--- config.mk ---
export PLATFORM = sky130hd
export DESIGN_NAME = serial_add_ctrl_flat
export DESIGN_NICKNAME = d
export VERILOG_FILES = /design/src/rtl/serial_add_ctrl_if.sv /design/src/rtl/serial_add_ctrl.sv /design/src/flat_wrapper.sv
export SDC_FILE = /design/constraint.sdc
export NUM_CORES = 1
export LEC_CHECK = 0
export ABC_CLOCK_PERIOD_IN_PS = 3400
export BUFFER_PORTS_ARGS = -buffer_cell sky130_fd_sc_hd__buf_4
export CORE_ASPECT_RATIO = 1.2
export CORE_UTILIZATION = 45
export DETAILED_ROUTE_END_ITERATION = 16
export PLACE_DENSITY = 0.81
export SYNTH_ARGS = -nofsm -noshare
export SYNTH_HDL_FRONTEND = slang
export SYNTH_SLANG_ARGS = --single-unit
--- constraint.sdc ---
create_clock -name clk -period 3.4 [get_ports clk]
set_input_delay 0.17 -clock clk [delete_from_list [all_inputs] [get_ports clk]]
set_output_delay 0.17 -clock clk [all_outputs]
set_load 0.005 [all_outputs]
--- src/rtl/serial_add_ctrl_if.sv ---
// Request/result handshake plus the pins to the shared single-bit full adder.
// master = requester and adder model side, slave = the sequencer.
interface serial_add_ctrl_if #(parameter int WIDTH = 4);
    logic             start;
    logic [WIDTH-1:0] a;
    logic [WIDTH-1:0] b;
    logic             fa_a;
    logic             fa_b;
    logic             fa_cin;
    logic             fa_y;
    logic             fa_cout;
    logic             busy;
    logic             done;
    logic [WIDTH-1:0] sum;
    logic             cout;

    modport master (
        output start, a, b, fa_y, fa_cout,
        input  fa_a, fa_b, fa_cin, busy, done, sum, cout
    );

    modport slave (
        input  start, a, b, fa_y, fa_cout,
        output fa_a, fa_b, fa_cin, busy, done, sum, cout
    );
endinterface

--- src/rtl/serial_add_ctrl.sv ---
// Bit-serial adder sequencer: streams operands LSB first through one shared full adder.
// States: IDLE waits for start, RUN feeds one bit per clock, DONE pulses done for one cycle.
module serial_add_ctrl #(
    parameter int WIDTH = 4
) (
    input  logic               clk,
    input  logic               rst,
    serial_add_ctrl_if.slave   bus
);
    localparam int CW = $clog2(WIDTH);
    localparam logic [CW-1:0] LAST = CW'(WIDTH - 1);

    typedef enum logic [1:0] {
        S_IDLE = 2'd0,
        S_RUN  = 2'd1,
        S_DONE = 2'd2
    } state_t;

    state_t           state_q, state_d;
    logic [WIDTH-1:0] op_a_q, op_a_d;
    logic [WIDTH-1:0] op_b_q, op_b_d;
    logic [WIDTH-1:0] sum_q, sum_d;
    logic             cout_q, cout_d;
    logic             carry_q, carry_d;
    logic [CW-1:0]    cnt_q, cnt_d;

    always_ff @(posedge clk) begin
        if (rst) begin
            state_q <= S_IDLE;
            op_a_q  <= '0;
            op_b_q  <= '0;
            sum_q   <= '0;
            cout_q  <= 1'b0;
            carry_q <= 1'b0;
            cnt_q   <= '0;
        end else begin
            state_q <= state_d;
            op_a_q  <= op_a_d;
            op_b_q  <= op_b_d;
            sum_q   <= sum_d;
            cout_q  <= cout_d;
            carry_q <= carry_d;
            cnt_q   <= cnt_d;
        end
    end

    always_comb begin
        state_d    = state_q;
        op_a_d     = op_a_q;
        op_b_d     = op_b_q;
        sum_d      = sum_q;
        cout_d     = cout_q;
        carry_d    = carry_q;
        cnt_d      = cnt_q;
        bus.fa_a   = 1'b0;
        bus.fa_b   = 1'b0;
        bus.fa_cin = 1'b0;
        bus.busy   = 1'b0;
        bus.done   = 1'b0;

        case (state_q)
            S_IDLE: begin
                if (bus.start) begin
                    op_a_d  = bus.a;
                    op_b_d  = bus.b;
                    carry_d = 1'b0;
                    cnt_d   = '0;
                    sum_d   = '0;
                    cout_d  = 1'b0;
                    state_d = S_RUN;
                end
            end
            S_RUN: begin
                bus.busy   = 1'b1;
                bus.fa_a   = op_a_q[0];
                bus.fa_b   = op_b_q[0];
                bus.fa_cin = carry_q;
                op_a_d     = op_a_q >> 1;
                op_b_d     = op_b_q >> 1;
                // Adder result enters at the MSB so the LSB lands in bit 0 after WIDTH shifts.
                sum_d      = {bus.fa_y, sum_q[WIDTH-1:1]};
                carry_d    = bus.fa_cout;
                cnt_d      = cnt_q + CW'(1);
                if (cnt_q == LAST) begin
                    cout_d  = bus.fa_cout;
                    state_d = S_DONE;
                end
            end
            S_DONE: begin
                bus.done = 1'b1;
                state_d  = S_IDLE;
            end
            default: state_d = S_IDLE;
        endcase
    end

    assign bus.sum  = sum_q;
    assign bus.cout = cout_q;
endmodule

--- src/flat_wrapper.sv ---
// flat-port wrapper written by rule: the top's interface ports become plain ports
module serial_add_ctrl_flat 
#(
    parameter int WIDTH = 4
)
  (clk, rst, bus_start, bus_a, bus_b, bus_fa_y, bus_fa_cout, bus_fa_a, bus_fa_b, bus_fa_cin, bus_busy, bus_done, bus_sum, bus_cout);
  serial_add_ctrl_if #(.WIDTH(WIDTH)) bus_i ();
  input  logic clk;
  input  logic rst;
  input wire logic [$bits(bus_i.start)-1:0] bus_start;
  input wire logic [$bits(bus_i.a)-1:0] bus_a;
  input wire logic [$bits(bus_i.b)-1:0] bus_b;
  input wire logic [$bits(bus_i.fa_y)-1:0] bus_fa_y;
  input wire logic [$bits(bus_i.fa_cout)-1:0] bus_fa_cout;
  output wire logic [$bits(bus_i.fa_a)-1:0] bus_fa_a;
  output wire logic [$bits(bus_i.fa_b)-1:0] bus_fa_b;
  output wire logic [$bits(bus_i.fa_cin)-1:0] bus_fa_cin;
  output wire logic [$bits(bus_i.busy)-1:0] bus_busy;
  output wire logic [$bits(bus_i.done)-1:0] bus_done;
  output wire logic [$bits(bus_i.sum)-1:0] bus_sum;
  output wire logic [$bits(bus_i.cout)-1:0] bus_cout;
  assign bus_i.start = bus_start;
  assign bus_i.a = bus_a;
  assign bus_i.b = bus_b;
  assign bus_i.fa_y = bus_fa_y;
  assign bus_i.fa_cout = bus_fa_cout;
  assign bus_fa_a = bus_i.fa_a;
  assign bus_fa_b = bus_i.fa_b;
  assign bus_fa_cin = bus_i.fa_cin;
  assign bus_busy = bus_i.busy;
  assign bus_done = bus_i.done;
  assign bus_sum = bus_i.sum;
  assign bus_cout = bus_i.cout;
  serial_add_ctrl #(.WIDTH(WIDTH)) u_core (.clk(clk), .rst(rst), .bus(bus_i));
endmodule
==> summary.txt, run 1 <==
Logic synthesis
  – Cell count after synthesis: 79
  – Number of synthesized flops with an enable pin: 0
  – Cell types with the highest counts after synthesis: sky130_fd_sc_hd__dfxtp_1 (18), sky130_fd_sc_hd__nor2_1 (11), sky130_fd_sc_hd__mux2i_1 (7)
  – Mapped cell area: 827 µm²
  – Syn_area_per_cell: 10.5 µm²
  – Post-Synthesis Net Count: 93
  – Proportion of synthesized chip area in sequential cells: 43.6%
  – Commonest register cell after synthesis: sky130_fd_sc_hd__dfxtp_1
  – Distinct cell type count after synthesis: 26
  – Largest area contributor in the synthesized netlist: sky130_fd_sc_hd__dfxtp_1
  – Area share of the largest cell type after synthesis: 43.6%
  – Most used standard cell by instance count after synthesis: sky130_fd_sc_hd__dfxtp_1
  – Yosys Warn Count: 0
  – Flop and latch count out of synthesis: 18
  – FFs w/ async S/R, synth: 0%
  – Synth top area cells: sky130_fd_sc_hd__dfxtp_1 (44%), sky130_fd_sc_hd__mux2i_1 (8.5%), sky130_fd_sc_hd__a22oi_1 (5.4%)

Routing
  – Post-DR wirelength/cell: 12.8 µm
  – Via density per instance: 5.44
  – Number of vias in the routed layout: 636
  – Number of iterations in the first detailed-routing pass: 4
  – Count of antenna-violating nets left after detailed routing: 0
  – Total Routed Length: 1490 µm
  – Number of violations reported at the end of detailed-routing iteration 0: 10
  – Final routed DRC violation total: 0

Setup path
  – Slack of the worst reg-to-reg path: 1.90 ns
  – Required time worst endpoint: 3.23 ns
  – Reg-to-reg endpoint: u_core.cnt_q[0]
  – Worst reg2reg path startpoint: u_core.state_q[0]
  – Nature of the critical path startpoint: register
  – Worst-case reg-to-reg path depth: 3
  – Highest net fanout along the worst path: 15
  – Data arrival time of the critical path: 1.73 ns
  – Type of the worst setup path: register to output pin
  – Crit path capture type: output pin

Clock tree
  – Post-CTS resize count: 0
  – Clock transition at the registers of the reported paths: 0.10 ns
  – TritonCTS clock tree: done
  – H-Tree Level Count: 1
  – TritonCTS Buffers: 3
  – Post-cts hold buffer count: 0
  – Number of sinks driven by the clock tree: 18
  – Root Driver: sky130_fd_sc_hd__clkbuf_4
  – Clock latency reported for the late side of the worst-skew pair: 0.29 ns
  – Buffer depth of the longest clock path: 2
  – Number of buffers added for setup after CTS: 0

Worst hold path
  – Destination of the worst hold path: u_core.bus.sum[3]
  – Classification of the worst-slack hold path: primary input to register
  – Worst Hold Depth: 3
  – Launch point of the worst hold path: bus_fa_y

Placed design
  – IO buf count: 22
  – Routability-driven placement congestion ratio: 0.671
  – Number of instances in the placed design: 113
  – Detailed Place HPWL: 1050 µm
  – Post-detailed-placement cell area: 952 µm²

Die
  – Std-Cell Core Area: 1680 µm²
  – Chip Width: 41.1 µm
  – Top Ports: 23
  – Die area: 2010 µm²
  – Row count: 16
  – Starting density of the core: 49.2%
  – Overall die height: 49.0 µm

Global routing
  – Global-route total usage across every layer: 16.6%
  – Number of global-route vias before repair: 584
  – Pin count of the biggest net entering global routing: 19
  – Residual overflow from global routing: 0
  – First-pass GRT wire length: 2370 µm
  – Initial antenna violation count: 0

Finish
  – Final Cell Area: 988 µm²
  – Filler Cells Inserted: 157
  – Final Net Count: 114
  – Antenna fix cells: 0
  – Relative area change from synthesis to final layout: 19.5%
  – Share of layout cells above drive strength 1: 35.4%
  – Non-filler cells in the finished layout: 117

Flow run
  – Max Cap Viol: 0

Timing
  – Final total negative setup slack: 0 ns
  – Number of setup violations in the final report: 0
  – Final-report hold violation count: 0
  – Worst setup skew after layout: 0.000424 ns
  – Achievable Freq: 527 MHz
  – Slew at the pin closest to its max-slew limit: 0.610 ns
  – Worst slew margin relative to its limit: 59.3%
  – Final max-slew violation count: 0
  – RSZ-0062 raised after global routing: false
  – Min cycle time layout: 1.90 ns
  – Portion of the clock cycle consumed by the worst path in the final layout: 55.8%

Power and ir drop
  – Worst ir drop on vdd: 0.316 mV
  – Sw Ratio: 23.8%
  – Power per unit of standard cell area: 424 nW/µm²
  – Sequential group share of total power: 55.6%
  – Clock group share of total power: 30.6%
  – Switching pwr: 0.0000995 W
  – P_int: 0.000319 W
  – Leakage power total: 0.413 nW
  – Share of total power in combinational logic: 13.9%

Run status
  – Run status: completed
-- final cells by class --
cell class	instances	area (µm²)	area share [%]
clock buffer	4	36.3	3.67
sequential	18	360	36.5
multi-input combinational	54	400	40.5
inverter	1	3.75	0.380
timing repair buffer	22	165	16.7
tap	18	22.5	2.28
-- metal layers --
metal,wire [µm],share of wire [%],GRT usage [%]
met1,675,45,18.6
met2,711,48,28.1
met3,80,5.4,2.74
met4,25,1.7,8.06
met5,0,0,0
-- cells by family (layout without fill, tap and decap cells) --
logic type,after synthesis,count (layout),share of synthesized area [%]
buffers and inverters,7,27,8.02
adder cells (fa/ha/maj),1,1,1.51
flip-flops,18,18,43.6
multiplexers,7,7,8.47
AND/OR/NAND/NOR,25,25,18.3
AO/OA/AOI/OAI,21,21,20.1
-- power by group through the flow --
stage | clock [W] | combinational (W) | sequential, W
floorplan | 0 | 0.0000467 | 0.000233
global placement | 0 | 0.0000568 | 0.000237
detailed placement | 0 | 0.0000586 | 0.000237
CTS | 0.000132 | 0.0000589 | 0.000233
global route | 0.000143 | 0.0000639 | 0.000235
finish | 0.000128 | 0.0000580 | 0.000233
-- layout by cell type (no fill, tap or decap), drive strengths merged --
cell type	Yosys	layout
a211oi	7	7
a21oi	3	3
a22oi	6	6
and2	3	3
buf	5	22
clkbuf	1	4
dfxtp	18	18
ha	1	1
inv	1	1
mux2i	7	7
nand3	1	1
nand4bb	2	2
nor2	14	14
nor2b	2	2
nor3	1	1
nor3b	2	2
o21ai	3	3
o21ba	1	1
o21bai	1	1
-- flip-flops by register name (all words and copies together), names as in the netlist --
register	count
u_core.bus.cout	1
u_core.bus.sum	4
u_core.carry_q	1
u_core.cnt_q	2
u_core.op_a_q	4
u_core.op_b_q	4
u_core.state_q	2
-- stage by stage --
step | utilization [%] | total power, W | setup WS, ns | hold slack (ns)
6_report | 58.8 | 0.000419 | 1.50 | 0.142
5_1_grt | 58.8 | 0.000441 | 1.38 | 0.147
4_1_cts | 58.8 | 0.000424 | 1.49 | 0.143
3_5_place_dp | 56.6 | 0.000296 | 1.84 | 0.449
3_3_place_gp | 56.6 | 0.000294 | 1.87 | 0.420
2_1_floorplan | - | 0.000280 | 2.35 | 0.330
-- critical path, stage by stage (launching register included) --
cell and delay (ns):
sky130_fd_sc_hd__dfxtp_1 0.72, sky130_fd_sc_hd__nor2b_4 0.43, sky130_fd_sc_hd__and2_1 0.18, sky130_fd_sc_hd__buf_4 0.10
-- how the worst max path moves through the flow --
stage / from / end / slack [ns] / cells past startpoint
after floorplan: u_core.state_q[1] / u_core.op_a_q[2] / 2.35 / 5
after global placement: u_core.state_q[0] / bus_fa_b / 1.87 / 3
after detailed placement: u_core.state_q[0] / bus_fa_b / 1.84 / 3
after CTS: u_core.state_q[0] / bus_fa_cin / 1.49 / 3
after global routing: u_core.state_q[0] / bus_fa_cin / 1.38 / 3
final: u_core.state_q[0] / bus_fa_cin / 1.50 / 3
Power figures use the tool's default switching activity.
==> run 2: changes to the inputs <==
- ABC_CLOCK_PERIOD_IN_PS: 3400 -> 1900
- clock period: 3.4 -> 1.9 ns (I/O delays scaled with it)
==> summary.txt, run 2 (same netlist as run 1, synthesis figures left out) <==
Run status
  – Run status: completed (unchanged)

Timing
  – Final max-slew violation count: 0 (unchanged)
  – Worst setup skew after layout: 0.00465 ns (was 0.000424 ns)
  – RSZ-0062 raised after global routing: false (unchanged)
  – Final total negative setup slack: 0 ns (unchanged)
  – Min cycle time layout: 1.60 ns
  – Portion of the clock cycle consumed by the worst path in the final layout: 84.2%
  – Achievable Freq: 625 MHz
  – Number of setup violations in the final report: 0 (unchanged)
  – Worst slew margin relative to its limit: 64.2% (was 59.3%)
  – Min setup slack post-route: 0.300 ns (was 1.50 ns)
  – Final-report hold violation count: 0 (unchanged)
  – Slew at the pin closest to its max-slew limit: 0.536 ns (was 0.610 ns)

Clock tree
  – Number of sinks driven by the clock tree: 18 (unchanged)
  – Post-cts hold buffer count: 0 (unchanged)
  – Post-CTS resize count: 0 (unchanged)
  – TritonCTS clock tree: done (unchanged)
  – Number of buffers added for setup after CTS: 0 (unchanged)
  – Clock transition at the registers of the reported paths: 0.10 ns (about the same)
  – Root Driver: sky130_fd_sc_hd__clkbuf_4 (unchanged)
  – H-Tree Level Count: 1 (unchanged)
  – Clock latency reported for the late side of the worst-skew pair: 0.29 ns (about the same)
  – TritonCTS Buffers: 3 (unchanged)
  – Buffer depth of the longest clock path: 2 (unchanged)

Die
  – Overall die height: 49.0 µm (unchanged)
  – Std-Cell Core Area: 1680 µm² (unchanged)
  – Row count: 16 (unchanged)
  – Chip Width: 41.1 µm (unchanged)
  – Starting density of the core: 49.2% (unchanged)
  – Top Ports: 23 (unchanged)
  – Die area: 2010 µm² (unchanged)

Finish
  – Non-filler cells in the finished layout: 117 (unchanged)
  – Share of layout cells above drive strength 1: 35.4% (unchanged)
  – Filler Cells Inserted: 156 (was 157)
  – Relative area change from synthesis to final layout: 18.8% (was 19.5%)
  – Commonest non-fill, non-tap cells in the layout: sky130_fd_sc_hd__buf_4 (23), sky130_fd_sc_hd__dfxtp_1 (18), sky130_fd_sc_hd__nor2_1 (11) (was sky130_fd_sc_hd__buf_4 (22), sky130_fd_sc_hd__dfxtp_1 (18), sky130_fd_sc_hd__nor2_1 (11))
  – Final Net Count: 115 (was 114)
  – Final Cell Area: 982 µm² (was 988 µm²)
  – Most common cell after layout, fill and taps aside: sky130_fd_sc_hd__buf_4 (unchanged)
  – Fin util: 58.4% (was 58.8%)
  – Antenna fix cells: 0 (unchanged)

Setup path
  – Worst setup endpoint: bus_fa_b (was bus_fa_cin)
  – Worst reg2reg path startpoint: u_core.state_q[0] (unchanged)
  – Required time worst endpoint: 1.80 ns (was 3.23 ns)
  – Highest net fanout along the worst path: 13 (was 15)
  – Reg-to-reg endpoint: u_core.op_a_q[1] (was u_core.cnt_q[0])
  – Type of the worst setup path: register to output pin (unchanged)
  – Launching instance or port of the critical path: u_core.state_q[0] (unchanged)
  – Standard cell with the maximum stage delay on the critical path: sky130_fd_sc_hd__dfxtp_1 (unchanged)
  – Critical Path, Cell by Cell: nor2b_4 > and2_1 > buf_4 (unchanged)
  – Data arrival time of the critical path: 1.51 ns (was 1.73 ns)
  – Cell type group with the largest total delay on the critical path: flip-flops (unchanged)
  – Slack of the worst reg-to-reg path: 0.49 ns (was 1.90 ns)
  – Number of logic stages on the critical path including buffering: 3 (unchanged)
  – Nature of the critical path startpoint: register (unchanged)
  – Crit path capture type: output pin (unchanged)
  – Count of buffer and inverter cells on the critical path: 1 (unchanged)
  – Worst-case reg-to-reg path depth: 4 (was 3)
  – Maximum cell stage delay along the critical path: 0.56 ns (was 0.72 ns)

Placed design
  – Number of instances in the placed design: 114 (was 113)
  – Routability-driven placement congestion ratio: 0.628 (was 0.671)
  – IO buf count: 22 (unchanged)
  – Detailed Place HPWL: 1080 µm (was 1050 µm)
  – Post-detailed-placement cell area: 960 µm² (was 952 µm²)
  – Place WS: 0.509 ns (was 1.84 ns)

Power and ir drop
  – Power per unit of standard cell area: 718 nW/µm² (was 424 nW/µm²)
  – Leakage power total: 0.411 nW (was 0.413 nW)
  – Worst ir drop on vdd: 0.456 mV (was 0.316 mV)

Routing
  – Count of antenna-violating nets left after detailed routing: 0 (unchanged)
  – Number of violations reported at the end of detailed-routing iteration 0: 7 (was 10)
  – Post-DR wirelength/cell: 12.6 µm (was 12.8 µm)
  – Number of vias in the routed layout: 647 (was 636)
  – Total Routed Length: 1470 µm (was 1490 µm)
  – Number of iterations in the first detailed-routing pass: 4 (unchanged)
  – Via density per instance: 5.53 (was 5.44)
  – Final routed DRC violation total: 0 (unchanged)

Global routing
  – Initial antenna violation count: 0 (unchanged)
  – First-pass GRT wire length: 2520 µm (was 2370 µm)
  – Global-route total usage across every layer: 18.1% (was 16.6%)
  – Residual overflow from global routing: 0 (unchanged)
  – Number of global-route vias before repair: 609 (was 584)
  – Pin count of the biggest net entering global routing: 19 (unchanged)

Worst hold path
  – Classification of the worst-slack hold path: primary input to register (unchanged)

Flow run
  – Max Cap Viol: 0 (unchanged)
run 2: cell types whose count changed in the layout (fill, tap and decap cells not counted):
cell,change
sky130_fd_sc_hd__buf_4,+1
sky130_fd_sc_hd__clkbuf_8,-1
run 2: worst min path at each step:
stage                              to        start  slack [ns]  cells after the start
finish              u_core.bus.sum[3]     bus_fa_y        0.07                      3
global route          u_core.bus.cout  bus_fa_cout         0.1                      3
detailed placement  u_core.bus.sum[3]     bus_fa_y        0.36                      3
floorplan              u_core.carry_q  bus_fa_cout        0.26                      2
global placement    u_core.bus.sum[3]     bus_fa_y        0.34                      3
CTS                 u_core.bus.sum[3]     bus_fa_y        0.06                      3
run 2: cell type report:
| class | instances | area [µm²] | area share (%) |
|---|---|---|---|
| Multi-Input combinational cell | 54 | 400 | 40.8 |
| Sequential cell | 18 | 360 | 36.7 |
| Timing Repair Buffer | 23 | 173 | 17.6 |
| Clock buffer | 3 | 22.5 | 2.29 |
| Tap cell | 18 | 22.5 | 2.29 |
| Inverter | 1 | 3.75 | 0.382 |
run 2: per-layer routing:
layer  routed length [µm]  up-vias  global-route usage (%)
met2                  681       19                    27.1
li1                     -      325                       -
met1                  684      299                    23.0
met5                    0        -                       0
met4                   27        0                    8.06
met3                   80        4                    5.48
run 2: worst min-delay path, delay by kind of cell:
family | cells | cell delay (ns)
AO/OA/AOI/OAI | 1 | 0.07
buffers and inverters | 1 | 0.08
AND/OR/NAND/NOR | 1 | 0.08
run 2: stage by stage:
stage	power, W	hold slack, ns
finish	0.000705	0.0689
detailed placement	0.000531	0.356
CTS	0.000715	0.0574
global route	0.000742	0.0956
global placement	0.000528	0.344
floorplan	0.000500	0.255
run 2: power by group:
group | switching, W | internal (W)
clock network | 0.000110 | 0.0000737
registers | 0.0000155 | 0.000398
logic | 0.0000498 | 0.0000588
